`src/rtl/uart_rx_fifo.sv`:
```
// uart_rx_fifo: receive-side byte buffer between the UART receiver and the
// MMIO block. The output is first-word-fall-through: the head byte is always
// presented on out_data while out_valid is high.
//
// Pointers are AW+1 bits wide. The extra MSB tells a full FIFO apart from an
// empty one, so both flags are decoded from the pointers. Occupancy is
// reported as the modular difference of the two pointers.
//
// Optional feature macro: UART_RX_FIFO_OVF_CNT_EN
//   When defined, adds a 16-bit saturating count of dropped bytes (ovf_cnt).
//   When undefined, the port and its logic do not exist.

module uart_rx_fifo #(
  parameter int DEPTH = 8,
  parameter int WIDTH = 8,
  localparam int AW = $clog2(DEPTH)
) (
  input  logic             clk,
  input  logic             rst,
  input  logic             clr,
  input  logic [WIDTH-1:0] in_data,
  input  logic             in_valid,
  output logic             in_ready,
  output logic [WIDTH-1:0] out_data,
  output logic             out_valid,
  input  logic             out_ready,
  output logic [AW:0]      count,
  output logic             full,
  output logic             empty,
`ifdef UART_RX_FIFO_OVF_CNT_EN
  output logic             overflow,
  output logic [15:0]      ovf_cnt
`else
  output logic             overflow
`endif
);

  localparam logic [AW:0] PTR_ONE = {{AW{1'b0}}, 1'b1};

  logic [WIDTH-1:0] mem_q [DEPTH];
  logic [AW:0]      rptr_q, rptr_d;
  logic [AW:0]      wptr_q, wptr_d;
  logic             ovf_q, ovf_d;

  logic push;
  logic pop;
  logic push_ok;
  logic drop;

  // Flags come straight from the pointers; the MSB distinguishes full from empty.
  always_comb begin
    full  = (wptr_q[AW] != rptr_q[AW]) && (wptr_q[AW-1:0] == rptr_q[AW-1:0]);
    empty = (wptr_q == rptr_q);
  end

  assign in_ready  = 1'b1;
  assign out_valid = ~empty;
  assign out_data  = mem_q[rptr_q[AW-1:0]];
  assign count     = wptr_q - rptr_q;

  // A pop while empty is ignored. When full, a push still fits if the head
  // leaves in the same cycle.
  always_comb begin
    push    = in_valid;
    pop     = out_ready & ~empty;
    push_ok = push & (~full | pop);
    drop    = push & full & ~pop;
  end

  // Next pointer and sticky overflow state; clr discards any same-cycle push or pop.
  always_comb begin
    rptr_d = rptr_q;
    wptr_d = wptr_q;
    ovf_d  = ovf_q;
    if (clr) begin
      rptr_d = '0;
      wptr_d = '0;
      ovf_d  = 1'b0;
    end else begin
      if (push_ok) wptr_d = wptr_q + PTR_ONE;
      if (pop)     rptr_d = rptr_q + PTR_ONE;
      if (drop)    ovf_d  = 1'b1;
    end
  end

  // Pointer and flag registers with synchronous reset.
  always_ff @(posedge clk) begin
    if (rst) begin
      rptr_q <= '0;
      wptr_q <= '0;
      ovf_q  <= 1'b0;
    end else begin
      rptr_q <= rptr_d;
      wptr_q <= wptr_d;
      ovf_q  <= ovf_d;
    end
  end

  // Storage array; contents need no reset because out_valid gates them.
  always_ff @(posedge clk) begin
    if (!rst && !clr && push_ok) begin
      mem_q[wptr_q[AW-1:0]] <= in_data;
    end
  end

  assign overflow = ovf_q;

`ifdef UART_RX_FIFO_OVF_CNT_EN
  logic [15:0] ovf_cnt_q, ovf_cnt_d;

  // Saturating count of dropped bytes, cleared together with the sticky flag.
  always_comb begin
    ovf_cnt_d = ovf_cnt_q;
    if (clr) begin
      ovf_cnt_d = '0;
    end else if (drop && (ovf_cnt_q != 16'hFFFF)) begin
      ovf_cnt_d = ovf_cnt_q + 16'd1;
    end
  end

  // Drop counter register.
  always_ff @(posedge clk) begin
    if (rst) ovf_cnt_q <= '0;
    else     ovf_cnt_q <= ovf_cnt_d;
  end

  assign ovf_cnt = ovf_cnt_q;
`endif

endmodule

```
`config.mk`:
```
export PLATFORM = sky130hd
export DESIGN_NAME = uart_rx_fifo
export DESIGN_NICKNAME = d
export VERILOG_FILES = /design/src/rtl/uart_rx_fifo.sv
export SDC_FILE = /design/constraint.sdc
export NUM_CORES = 1
export LEC_CHECK = 0
export ABC_AREA = 1
export BUFFER_PORTS_ARGS = -buffer_cell sky130_fd_sc_hd__clkbuf_2
export CAP_MARGIN = 25
export CORE_MARGIN = 2
export CORE_UTILIZATION = 53
export CTS_CLUSTER_SIZE = 24
export DETAILED_ROUTE_END_ITERATION = 8
export PLACE_DENSITY = 0.86
export RECOVER_POWER = 25
export SLEW_MARGIN = 10
export SYNTH_ARGS = -nofsm -noshare
export SYNTH_HDL_FRONTEND = slang
export SYNTH_SLANG_ARGS = --single-unit
```
`constraint.sdc`:
```
create_clock -name clk -period 2.1 [get_ports clk]
set_input_delay 0.42 -clock clk [delete_from_list [all_inputs] [get_ports clk]]
set_output_delay 0.42 -clock clk [all_outputs]
set_load 0.005 [all_outputs]
```
==> results.md <==
* Status: complete, no violations
* Clock Path Buffers at 2
* Via/cell ratio at 5.55
* Cell variety after synth at 29
* Storage cell area at 2170 µm²
* DRC errors left at 0
* Worst hold slack at ~0.38 ns
* Port buffer count at 28
* Yosys reg bits at 76
* First-pass GRT wire length at ~10000 µm
* Post-DRT Antenna Nets at 0
* Ys Warns at 0
* Core Region at 5920 µm²
* Vias in the first global route at 2190
* Synth area leaders: edfxtp_1 59%, dfxtp_1 7.4%, nor2_1 5.9%, nand2_1 4.7%, o21ai_1 4.3%
* Initial antenna violation count at 0
* Layout cells sized above 1 at 24.0%
* Num rows at 28
* CTS Root Cell: clkbuf_8
* Synthesized Nets at 307
* Sequential area share after synthesis at 66.4%
* Syn-to-layout area delta at 17.6%
* Leakage at 0.00144 µW
* Syn avg cell area at roughly 11 µm²
* Grt ovf at 0
* Final Slew Violations at 0
* Worst flop-to-flop path endpoint: mem_q[4][7]$_DFFE_PP_
* Path depth of the worst reg2reg path at 10
* CP Launch Type: flip-flop
* DRT Pass-1 Iters at 7
* Crit end category: output port
* Die width at between 80 and 90 µm
* Crit path DAT at 1.64 ns
* Hold buffers post-CTS at 0
* Final nets at 347
* Mapped cell area at about 3300 µm²
* Final setup fails at 0
* Pin count of the biggest net entering global routing at 33
* Reg2reg start: wptr_q[0]$_SDFFE_PP0P_
* Initial DRC count at 208
* Max Freq at 485 MHz
* Cell taking the most area after synthesis: edfxtp_1
* DR vias at 2264
* CP required at 1.68 ns
* H-tree depth at 3
* Die Height at 82.4 µm
* Wire per inst at 16.4 µm
* Pwr dens at a little over 800 nW/µm²
* Worst-path clk slew at 0.08 ns
* Initial core utilization at 55.0%
* Setup slack, reg-to-reg at approximately 0.23 ns
* Commonest non-fill, non-tap cell in the layout: edfxtp_1
* Die area at between 6000 and 7000 µm²
* CP Class: flip-flop to output port
* Fin util at 64.6%
* Placer Congestion at 0.808
* Synth top area share at 59.1%
* Multi-input logic area at approximately 1000 µm²
* Min Tclk post-route at 2.06 ns
* Final Hold Violating Endpoints at 0
* Num CTS Buffers at 9
* VDD IR max at between 0.0003 and 0.0004 V
* Final period utilization at between 90% and 100%
* Critical path fanouts, max at 4
* Routed WL at 6690 µm
* Commonest non-fill, non-tap cells in the layout: 64 x edfxtp_1, 51 x nor2_1, 41 x nand2_1
* Max cap viols at 0
* TritonCTS clock tree: done
* Cells after Synth at 288
* GR Util All Layers at about 22%
* Worst setup path end: count[3]
* Worst Setup SP: rptr_q[2]$_SDFFE_PP0N_
* Hold crit path type: input pin to flip-flop
* Antenna diodes at 0
* Fill cell total of the finished layout at 418
* Clk Latency, worst-skew pair at 0.34 ns
* Setup Skew at 0.0144 ns
* Clk sinks at 76
* Dpl hpwl at 4460 µm
* Power, Total at 3170 µW
* I/O Pins at 30
## report_power, final
part / total (µW) / internal (µW) / switching [µW]
clock: 1310 / 785 / 525
combinational: 202 / 74.8 / 127
sequential: 1650 / 1640 / 10.7
## kinds of logic after synthesis
group / synth area share (%)
fa+ha+maj: 2.54
other cells: 0.115
simple gates: 16.3
flops: 66.4
xor+xnor: 1.35
compound gates: 9.34
buf+inv: 3.96
## metal layers
layer / track usage, % / wire, µm / vias to the layer above
met4: 11.3 / 131 / 0
li1: - / - / 1083
met2: 38.2 / 3620 / 90
met1: 23.7 / 2540 / 1077
met3: 5.33 / 395 / 14
met5: 0 / 0 / -
## worst min path at each step
stage	startpoint	depth (start not counted)	end
after floorplan	overflow$_SDFFE_PP0P_	2	overflow$_SDFFE_PP0P_
after global placement	overflow$_SDFFE_PP0P_	2	overflow$_SDFFE_PP0P_
after detailed placement	overflow$_SDFFE_PP0P_	2	overflow$_SDFFE_PP0P_
after CTS	in_data[2]	1	mem_q[7][2]$_DFFE_PP_
after global routing	in_data[4]	1	mem_q[5][4]$_DFFE_PP_
final	in_data[4]	1	mem_q[5][4]$_DFFE_PP_
## cell usage after synthesis
cell type / count
edfxtp_1: 64
nor2_1: 51
nand2_1: 41
o21ai_1: 28
o22ai_1: 16
inv_1: 13
dfxtp_1: 12
buf_2: 8
nand3_1: 8
o21ai_0: 6
a21oi_1: 5
ha_1: 5
nand2_2: 5
inv_2: 4
nand2_4: 4
xor2_1: 4
buf_4: 2
a21oi_2: 1
clkbuf_1: 1
conb_1: 1
fa_1: 1
inv_4: 1
nand3_2: 1
nand3_4: 1
nand3b_1: 1
nand4_1: 1
nor2_2: 1
nor2_8: 1
xnor2_1: 1
## flip-flops by register name (all words and copies together), names as in the netlist, named ones only
name      count
mem_q        64
overflow      1
rptr_q        4
wptr_q        4
## per-stage QoR
step                area [µm²]  worst slack, ns  instances  setup TNS, ns
floorplan                 3250           0.0653        288              0
CTS                       3790           0.0135        408              0
detailed placement        3520            0.204        392              0
global placement          3520            0.259        392              0
finish                    3830           0.0367        408              0
global route              3830          -0.0597        408        -0.0686
## area by class of cell
class | instances | share of cell area (%)
Clock inverter | 7 | 2.97
Inverter | 18 | 2.03
Clock buffer | 9 | 3.24
Tap cell | 75 | 2.45
Multi-Input combinational cell | 183 | 26.4
Sequential cell | 76 | 56.8
Timing Repair Buffer | 40 | 6.15
## worst max-delay path, cell delays in order (launching register included)
cell and delay (ns):
dfxtp_2 0.38, inv_1 0.08, ha_4 0.27, a21oi_1 0.18, o21ai_2 0.08, xor2_1 0.17, buf_2 0.14
## timing repair
item,CTS,global route
pin swaps,1,1
hold endpoints to repair,0,0
setup buffers,0,0
endpoints found under the setup margin,7,4
resized for setup,12,12
Note: power is estimated with default switching activity, not from simulation.
